==> src/rtl/game_pkg.sv <==
// Shared encodings, default parameter values and width helpers for the game-state sequencer.
package game_pkg;

    typedef enum logic [2:0] {
        ST_IDLE  = 3'd0,
        ST_PAUSE = 3'd1,
        ST_PLAY  = 3'd2,
        ST_CLEAR = 3'd3,
        ST_WIN   = 3'd4,
        ST_FAIL  = 3'd5
    } game_state_e;

    localparam int DEF_LEVELS         = 6;
    localparam int DEF_PHP_W          = 8;
    localparam int DEF_EHP_W          = 12;
    localparam int DEF_PLAYER_HP_INIT = 100;
    localparam int DEF_ENEMY_HP_BASE  = 1000;
    localparam int DEF_ENEMY_HP_STEP  = 500;
    localparam int DEF_TICK_DIV       = 416667;
    localparam int DEF_IFRAME_TICKS   = 60;

    // Level field width; a single-level game still gets a 1-bit field.
    function automatic int lvl_w(input int levels);
        return (levels > 1) ? $clog2(levels) : 1;
    endfunction

    // Width of a counter holding values 0..n-1.
    function automatic int cnt_w(input int n);
        return (n > 1) ? $clog2(n) : 1;
    endfunction

endpackage

==> src/rtl/game_state_ctrl_if.sv <==
// Button/hit inputs and state/HP outputs between the game logic (master) and the sequencer (slave).
interface game_state_ctrl_if
    import game_pkg::*;
#(
    parameter int PHP_W = DEF_PHP_W,
    parameter int EHP_W = DEF_EHP_W,
    parameter int LVL_W = lvl_w(DEF_LEVELS)
);
    logic             enter;
    logic             pause;
    logic             player_hit;
    logic [PHP_W-1:0] player_dmg;
    logic             enemy_hit;
    logic [EHP_W-1:0] enemy_dmg;
    logic [2:0]       state;
    logic [LVL_W-1:0] level;
    logic [PHP_W-1:0] player_hp;
    logic [EHP_W-1:0] enemy_hp;
    logic             tick;
    logic             level_start;
    logic             invuln;

    modport master (
        output enter, pause, player_hit, player_dmg, enemy_hit, enemy_dmg,
        input  state, level, player_hp, enemy_hp, tick, level_start, invuln
    );

    modport slave (
        input  enter, pause, player_hit, player_dmg, enemy_hit, enemy_dmg,
        output state, level, player_hp, enemy_hp, tick, level_start, invuln
    );
endinterface

==> src/rtl/game_state_ctrl_tick_gen.sv <==
// Game-tick divider: counts while run is high, emits a registered 1-cycle tick every TICK_DIV cycles.
module tick_gen
    import game_pkg::*;
#(
    parameter int TICK_DIV = DEF_TICK_DIV
) (
    input  logic clk,
    input  logic rst_n,
    input  logic run,
    input  logic clr,
    output logic tick
);
    localparam int               CNT_W = cnt_w(TICK_DIV);
    localparam logic [CNT_W-1:0] TC    = CNT_W'(TICK_DIV - 1);

    logic [CNT_W-1:0] r_cnt;
    logic             r_tick;

    always_ff @(posedge clk or negedge rst_n) begin
        if (!rst_n) begin
            r_cnt  <= '0;
            r_tick <= 1'b0;
        end else if (clr) begin
            r_cnt  <= '0;
            r_tick <= 1'b0;
        end else if (run) begin
            if (r_cnt == TC) begin
                r_cnt  <= '0;
                r_tick <= 1'b1;
            end else begin
                r_cnt  <= r_cnt + 1'b1;
                r_tick <= 1'b0;
            end
        end else begin
            r_tick <= 1'b0;
        end
    end

    assign tick = r_tick;

endmodule

==> src/rtl/game_state_ctrl.sv <==
// Game-state sequencer: state, level, player/enemy HP and game tick for the bullet-hell top level.
// Optional invulnerability frames after a player hit are built when GAME_IFRAME_EN is defined.
module game_state_ctrl
    import game_pkg::*;
#(
    parameter int LEVELS         = DEF_LEVELS,
    parameter int PHP_W          = DEF_PHP_W,
    parameter int EHP_W          = DEF_EHP_W,
    parameter int PLAYER_HP_INIT = DEF_PLAYER_HP_INIT,
    parameter int ENEMY_HP_BASE  = DEF_ENEMY_HP_BASE,
    parameter int ENEMY_HP_STEP  = DEF_ENEMY_HP_STEP,
    parameter int TICK_DIV       = DEF_TICK_DIV,
    parameter int IFRAME_TICKS   = DEF_IFRAME_TICKS
) (
    input  logic              clk,
    input  logic              rst_n,
    game_state_ctrl_if.slave  bus
);
    //  state | meaning
    //  IDLE  | waiting for enter, values of the last game held
    //  PAUSE | play frozen: tick counter, HP and iframes held
    //  PLAY  | level running, hits applied, ticks generated
    //  CLEAR | enemy defeated, enter starts the next level
    //  WIN   | last level cleared, enter returns to IDLE
    //  FAIL  | player HP exhausted, enter returns to IDLE

    localparam int LVL_W = lvl_w(LEVELS);
    localparam longint EHP_MAX = longint'(ENEMY_HP_BASE) + longint'(ENEMY_HP_STEP) * longint'(LEVELS - 1);

    if (EHP_MAX >= (longint'(1) << EHP_W) || longint'(PLAYER_HP_INIT) >= (longint'(1) << PHP_W)
        || TICK_DIV < 2 || IFRAME_TICKS < 0) begin : g_param_err
        $fatal(1, "game_state_ctrl: HP values do not fit their widths or TICK_DIV < 2");
    end

    localparam logic [PHP_W-1:0] P_INIT   = PHP_W'(PLAYER_HP_INIT);
    localparam logic [LVL_W-1:0] LVL_LAST = LVL_W'(LEVELS - 1);

    function automatic logic [EHP_W-1:0] f_enemy_hp(input logic [LVL_W-1:0] lvl);
        longint v;
        v = longint'(ENEMY_HP_BASE) + longint'(ENEMY_HP_STEP) * longint'(lvl);
        return v[EHP_W-1:0];
    endfunction

    game_state_e      r_state;
    logic [LVL_W-1:0] r_level;
    logic [PHP_W-1:0] r_php;
    logic [EHP_W-1:0] r_ehp;
    logic             r_lstart;
    logic             r_enter_q;
    logic             r_pause_q;

    logic             w_enter_rise;
    logic             w_pause_rise;
    logic             w_invuln;
    logic             w_p_apply;
    logic [PHP_W-1:0] w_p_new;
    logic [EHP_W-1:0] w_e_new;
    logic             w_in_play;
    logic             w_stay_play;
    logic             w_start;
    logic             w_tick;

    assign w_enter_rise = bus.enter & ~r_enter_q;
    assign w_pause_rise = bus.pause & ~r_pause_q;
    assign w_p_apply    = bus.player_hit & ~w_invuln;

    // Saturating subtraction: damage larger than the remaining HP floors at zero.
    assign w_p_new = !w_p_apply ? r_php :
                     (r_php > bus.player_dmg) ? r_php - bus.player_dmg : '0;
    assign w_e_new = !bus.enemy_hit ? r_ehp :
                     (r_ehp > bus.enemy_dmg) ? r_ehp - bus.enemy_dmg : '0;

    assign w_in_play   = (r_state == ST_PLAY);
    assign w_stay_play = w_in_play && !w_pause_rise && (w_p_new != '0) && (w_e_new != '0);
    assign w_start     = w_enter_rise && ((r_state == ST_IDLE) || (r_state == ST_CLEAR));

    // Run only on edges that keep the game in PLAY so tick never lands in another state.
    tick_gen #(.TICK_DIV(TICK_DIV)) u_tick_gen (
        .clk   (clk),
        .rst_n (rst_n),
        .run   (w_stay_play),
        .clr   (w_start),
        .tick  (w_tick)
    );

    always_ff @(posedge clk or negedge rst_n) begin
        if (!rst_n) begin
            r_state   <= ST_IDLE;
            r_level   <= '0;
            r_php     <= '0;
            r_ehp     <= '0;
            r_lstart  <= 1'b0;
            r_enter_q <= 1'b0;
            r_pause_q <= 1'b0;
        end else begin
            r_enter_q <= bus.enter;
            r_pause_q <= bus.pause;
            r_lstart  <= 1'b0;
            case (r_state)
                ST_IDLE: begin
                    if (w_enter_rise) begin
                        r_state  <= ST_PLAY;
                        r_level  <= '0;
                        r_php    <= P_INIT;
                        r_ehp    <= f_enemy_hp('0);
                        r_lstart <= 1'b1;
                    end
                end
                ST_PLAY: begin
                    if (w_pause_rise) begin
                        r_state <= ST_PAUSE;
                    end else begin
                        r_php <= w_p_new;
                        r_ehp <= w_e_new;
                        if (w_p_new == '0)
                            r_state <= ST_FAIL;
                        else if (w_e_new == '0)
                            r_state <= (r_level == LVL_LAST) ? ST_WIN : ST_CLEAR;
                    end
                end
                ST_PAUSE: begin
                    if (w_pause_rise)
                        r_state <= ST_PLAY;
                end
                ST_CLEAR: begin
                    if (w_enter_rise) begin
                        r_state  <= ST_PLAY;
                        r_level  <= r_level + 1'b1;
                        r_php    <= P_INIT;
                        r_ehp    <= f_enemy_hp(r_level + 1'b1);
                        r_lstart <= 1'b1;
                    end
                end
                ST_WIN, ST_FAIL: begin
                    if (w_enter_rise)
                        r_state <= ST_IDLE;
                end
                default: r_state <= ST_IDLE;
            endcase
        end
    end

`ifdef GAME_IFRAME_EN
    localparam int              IF_W    = cnt_w(IFRAME_TICKS + 1);
    localparam logic [IF_W-1:0] IF_LOAD = IF_W'(IFRAME_TICKS);

    logic            r_invuln;
    logic [IF_W-1:0] r_if_cnt;
    logic            w_keep;

    assign w_keep = (r_state == ST_PAUSE) || w_stay_play || (w_in_play && w_pause_rise);

    always_ff @(posedge clk or negedge rst_n) begin
        if (!rst_n) begin
            r_invuln <= 1'b0;
            r_if_cnt <= '0;
        end else if (w_start || !w_keep) begin
            r_invuln <= 1'b0;
            r_if_cnt <= '0;
        end else if (w_stay_play && w_p_apply) begin
            r_invuln <= 1'b1;
            r_if_cnt <= IF_LOAD;
        end else if (r_invuln && w_tick) begin
            if (r_if_cnt <= IF_W'(1)) begin
                r_invuln <= 1'b0;
                r_if_cnt <= '0;
            end else begin
                r_if_cnt <= r_if_cnt - 1'b1;
            end
        end
    end

    assign w_invuln = r_invuln;
`else
    assign w_invuln = 1'b0;
`endif

    assign bus.state       = r_state;
    assign bus.level       = r_level;
    assign bus.player_hp   = r_php;
    assign bus.enemy_hp    = r_ehp;
    assign bus.tick        = w_tick;
    assign bus.level_start = r_lstart;
    assign bus.invuln      = w_invuln;

endmodule

==> src/flat_wrapper.sv <==
// flat-port wrapper written by rule: the top's interface ports become plain ports
module game_state_ctrl_flat import game_pkg::*;
#(
    parameter int LEVELS         = DEF_LEVELS,
    parameter int PHP_W          = DEF_PHP_W,
    parameter int EHP_W          = DEF_EHP_W,
    parameter int PLAYER_HP_INIT = DEF_PLAYER_HP_INIT,
    parameter int ENEMY_HP_BASE  = DEF_ENEMY_HP_BASE,
    parameter int ENEMY_HP_STEP  = DEF_ENEMY_HP_STEP,
    parameter int TICK_DIV       = DEF_TICK_DIV,
    parameter int IFRAME_TICKS   = DEF_IFRAME_TICKS
)
  (clk, rst_n, bus_enter, bus_pause, bus_player_hit, bus_player_dmg, bus_enemy_hit, bus_enemy_dmg, bus_state, bus_level, bus_player_hp, bus_enemy_hp, bus_tick, bus_level_start, bus_invuln);
  game_state_ctrl_if #(.PHP_W(PHP_W), .EHP_W(EHP_W), .LVL_W(3)) bus_i ();
  input  logic clk;
  input  logic rst_n;
  input wire logic [$bits(bus_i.enter)-1:0] bus_enter;
  input wire logic [$bits(bus_i.pause)-1:0] bus_pause;
  input wire logic [$bits(bus_i.player_hit)-1:0] bus_player_hit;
  input wire logic [$bits(bus_i.player_dmg)-1:0] bus_player_dmg;
  input wire logic [$bits(bus_i.enemy_hit)-1:0] bus_enemy_hit;
  input wire logic [$bits(bus_i.enemy_dmg)-1:0] bus_enemy_dmg;
  output wire logic [$bits(bus_i.state)-1:0] bus_state;
  output wire logic [$bits(bus_i.level)-1:0] bus_level;
  output wire logic [$bits(bus_i.player_hp)-1:0] bus_player_hp;
  output wire logic [$bits(bus_i.enemy_hp)-1:0] bus_enemy_hp;
  output wire logic [$bits(bus_i.tick)-1:0] bus_tick;
  output wire logic [$bits(bus_i.level_start)-1:0] bus_level_start;
  output wire logic [$bits(bus_i.invuln)-1:0] bus_invuln;
  assign bus_i.enter = bus_enter;
  assign bus_i.pause = bus_pause;
  assign bus_i.player_hit = bus_player_hit;
  assign bus_i.player_dmg = bus_player_dmg;
  assign bus_i.enemy_hit = bus_enemy_hit;
  assign bus_i.enemy_dmg = bus_enemy_dmg;
  assign bus_state = bus_i.state;
  assign bus_level = bus_i.level;
  assign bus_player_hp = bus_i.player_hp;
  assign bus_enemy_hp = bus_i.enemy_hp;
  assign bus_tick = bus_i.tick;
  assign bus_level_start = bus_i.level_start;
  assign bus_invuln = bus_i.invuln;
  game_state_ctrl #(.LEVELS(LEVELS), .PHP_W(PHP_W), .EHP_W(EHP_W), .PLAYER_HP_INIT(PLAYER_HP_INIT), .ENEMY_HP_BASE(ENEMY_HP_BASE), .ENEMY_HP_STEP(ENEMY_HP_STEP), .TICK_DIV(TICK_DIV), .IFRAME_TICKS(IFRAME_TICKS)) u_core (.clk(clk), .rst_n(rst_n), .bus(bus_i));
endmodule
==> config.mk <==
export PLATFORM = sky130hd
export DESIGN_NAME = game_state_ctrl_flat
export DESIGN_NICKNAME = d
export VERILOG_FILES = /design/src/rtl/game_pkg.sv /design/src/rtl/game_state_ctrl_if.sv /design/src/rtl/game_state_ctrl_tick_gen.sv /design/src/rtl/game_state_ctrl.sv /design/src/flat_wrapper.sv
export SDC_FILE = /design/constraint.sdc
export NUM_CORES = 1
export LEC_CHECK = 0
export BUFFER_PORTS_ARGS = -buffer_cell sky130_fd_sc_hd__buf_2
export CORE_ASPECT_RATIO = 1.25
export CORE_MARGIN = 3
export CORE_UTILIZATION = 60
export DETAILED_ROUTE_END_ITERATION = 7
export PLACE_DENSITY = 0.79
export SLEW_MARGIN = 5
export SYNTH_ARGS = -nofsm -noshare
export SYNTH_HDL_FRONTEND = slang
export SYNTH_SLANG_ARGS = --single-unit
==> constraint.sdc <==
create_clock -name clk -period 4.3 [get_ports clk]
set_clock_uncertainty 0.1 [all_clocks]
set_input_delay 0.43 -clock clk [delete_from_list [all_inputs] [get_ports clk]]
set_output_delay 0.43 -clock clk [all_outputs]
set_load 0.05 [all_outputs]
==> metrics.md <==
| Metric | Value |
|---|---|
| Status | `complete, no violations` |
| Worst setup EP type | `flop` |
| Type of the worst setup path | `flop to flop` |
| Cell count after synthesis | `about 550` |
| Nets | `650` |
| Detailed placer's ending HPWL | `a little under 9 mm` |
| WL/cell | `16.8 microns` |
| Number of clock sinks | `49` |
| Synth area leader | `dfrtp_1` |
| FF+latch area | `1230 sq um` |
| Grt ovf | `0` |
| CP max stage cell | `dfrtp_1` |
| Initial DRT Pass Iterations | `5` |
| Residual DRC | `0` |
| CTS tree | `done` |
| Clock tree buffer depth | `2` |
| P_int | `0.00155 W` |
| Inserted Clock Buffers | `5` |
| Crit path DAT | `4000 ps` |
| EDFF count, synth | `0` |
| Crit-path max cell delay | `between 600 and 700 ps` |
| Most common cell after layout, fill and taps aside | `buf_2` |
| Critical path required time | `around 4400 ps` |
| All-Layer GR Usage | `27.3%` |
| Fmax | `~260 MHz` |
| Num rows | `34` |
| Worst Max-Slew Pin Slew | `1100 ps` |
| Mapped cell area | `approximately 4400 sq um` |
| Detailed Route WL | `~11 mm` |
| Crit path buf inv count | `1` |
| Seq pwr share | `22.0%` |
| Final GP Congestion | `about 0.96` |
| Num ports | `55` |
| Most frequent cells in the layout | `buf_2 (53), dfrtp_1 (49), nand2_1 (47)` |
| Final Cycle Share | `between 90% and 100%` |
| Sw Ratio | `55.5%` |
| Post-CTS sizing | `0` |
| Crit path launch type | `flop` |
| Maxcap violations | `0` |
| Cell depth of the worst hold path | `1` |
| Register bit count reported by yosys | `49` |
| Clk_lat worst skew | `320 ps` |
| DR vias | `about 4,300` |
| Die X | `82.8 microns` |
| Largest net degree at the start of global routing | `50` |
| Comb power frac | `approximately two thirds` |
| Setup Total Neg Slack | `0 ps` |
| Min-Delay Path Class | `input pin to flop` |
| Antenna-violating nets left | `0` |
| Switching power | `0.00193 W` |
| Vias/cell | `6.40` |
| Diode count | `0` |
| Synth top area share | `27.7%` |
| Critical path cell sequence | `inv_1, ha_1, ha_1, xor2_1, fa_1, ha_1, nor3b_1, nand2_1, nor2_1, xor2_1, xnor2_1, nand2_1, o311ai_0` |
| Synth Net Count | `610` |
| Cell count along the critical path | `13` |
| Initial antenna violation count | `0` |
| Ys flop type | `dfrtp_1` |
| Max VDD drop | `just under 0.5 mV` |
| Share of cells above drive strength 1 | `14.5%` |
| Max-slew violation count | `0` |
| Die H | `102 microns` |
| Post-synthesis sequential area ratio | `27.7%` |
| Hold buffers post-CTS | `0` |
| I/O Buffers | `53` |
| Vias in the first global route | `4,281` |
| Clk slew on worst S/H paths | `110 ps` |
| Unrepaired setup endpoints after global routing | `no` |
| Number of setup buffers added after CTS | `0` |
| Critical path fanouts, max | `13` |
| Starting Density | `between 60% and 70%` |
| Final hold vios | `0` |
| Area growth syn-to-layout | `8.85%` |
| H-tree levels | `2` |
| Power per cell area | `721 nW/um^2` |
| Clock Power Share | `9.9%` |
| Die ar. | `8450 sq um` |
| First-pass GRT wire length | `19.3 mm` |
| Slew HR | `a little over a quarter` |
| # fillers | `~610` |
| Worst path most repeated cell | `ha_1` |
| Distinct cells, synth | `72` |
| Tmin final | `a little under 4000 ps` |
| Leak | `between 2 and 2.5 nW` |
| Core Area | `7060 sq um` |
| Synth area leaders | `dfrtp_1 (28%), ha_1 (9.6%), a21oi_1 (5.0%), nand2_1 (4.0%), inv_1 (3.9%)` |
| Drt initial violations | `193` |
| Async set-or-reset flop fraction in the synthesized netlist | `100%` |
| Area occupied by multi-input gates | `about 2900 sq um` |
| Worst path top cell family by delay | `adder cells` |
| Final Setup Violations | `0` |
| Synth Warn # | `0` |
| Total Power | `0.00347 W` |
| Clk root buf | `clkbuf_8` |
| R2R cell count | `13` |
| Synthesized area per cell | `8.09 sq um` |
-- path summary, 6_finish.rpt --
| path | startpoint | endpoint | slack (ps) |
|---|---|---|---|
| max | u_core.bus.level[0] | u_core.bus.enemy_hp[10] | 390 |
| min | bus_pause | u_core.r_pause_q | 140 |
| max reg2reg | u_core.bus.level[0] | u_core.bus.enemy_hp[10] | 390 |
| min reg2reg | u_core.bus.enemy_hp[0] | u_core.bus.enemy_hp[0] | 450 |
| max in group asynchronous | rst_n | u_core.u_tick_gen.r_cnt[12] | 3200 |
| min in group asynchronous | rst_n | u_core.bus.level[2] | 210 |
-- power by group through the flow --
stage / Combinational (W) / Clock, W / Sequential (W)
after floorplan: 0.00154 / 0 / 0.00106
after global placement: 0.00229 / 0 / 0.000766
after detailed placement: 0.00234 / 0 / 0.000770
after CTS: 0.00235 / 0.000351 / 0.000763
after global routing: 0.00260 / 0.000364 / 0.000788
final: 0.00236 / 0.000345 / 0.000764
-- cell usage after synthesis, types with 4 or more instances --
library cell / number
o21ai_0: 29
xnor2_1: 9
buf_2: 5
clkbuf_1: 11
mux2i_1: 4
nor4_1: 12
xor2_1: 11
nor2b_1: 11
o22ai_1: 6
a211oi_1: 4
nor2_1: 43
nand3_1: 21
nand4_1: 11
a21oi_1: 44
o31ai_1: 14
nand2_1: 47
nor3_1: 11
dfrtp_1: 49
nand2b_1: 6
a31oi_1: 7
a22o_1: 5
inv_1: 46
and3_1: 10
or4_1: 7
ha_1: 34
a21oi_2: 4
nand4b_1: 5
or3_1: 8
o211ai_1: 5
-- kinds of logic after synthesis --
family	synth area share [%]
buffers and inverters	6.70
xor gates and xnor gates	3.96
other	0.0847
muxes	1.41
AOI/OAI and AO/OA	23.4
adders and majority gates	11.0
DFF	27.7
and+or+nand+nor	25.8
-- worst register-to-register path, cell delays in order (launching register included) --
cell      delay [ps]
dfrtp_1          630
inv_1            210
ha_1             400
ha_1             380
xor2_1           210
fa_1             440
ha_1             310
nor3b_1          310
nand2_1           90
nor2_1           140
xor2_1           200
xnor2_1          140
nand2_1          100
o311ai_0         130
-- metrics by stage --
stage          instances  area (sq um)  setup slack [ps]  utilization (%)  hold slack (ps)
6_report             678          4820               394             68.2              138
5_1_grt              678          4820              74.6             68.2              139
4_1_cts              678          4820               369             68.2              134
3_5_place_dp         670          4700               409             66.6              430
3_3_place_gp         670          4700               554             66.6              431
2_1_floorplan        547          4430               423                -             34.4
-- registers in the layout, summed over array words and instances, names as in the netlist --
signal	flops
u_core.u_tick_gen.tick	1
u_core.r_pause_q	1
u_core.r_enter_q	1
u_core.u_tick_gen.r_cnt	19
u_core.bus.level	3
u_core.bus.state	3
u_core.bus.enemy_hp	12
u_core.bus.player_hp	8
u_core.bus.level_start	1
-- cell type report --
| type | count | share of cell area [%] |
|---|---|---|
| clock inverter | 3 | 0.961 |
| timing repair buffer | 56 | 5.97 |
| clock buffer | 5 | 1.43 |
| tap | 90 | 2.34 |
| inverter | 46 | 3.58 |
| sequential | 49 | 25.5 |
| multi-input combinational | 429 | 60.3 |
-- routing by layer --
layer / up-vias / global-route usage [%] / share of wire (%)
met5: - / 0 / 0
met4: 0 / 12.2 / 3.5
met3: 35 / 3.79 / 4.5
met2: 140 / 50.1 / 52
met1: 2076 / 31.9 / 40
li1: 2086 / - / -
Power figures use the tool's default switching activity.
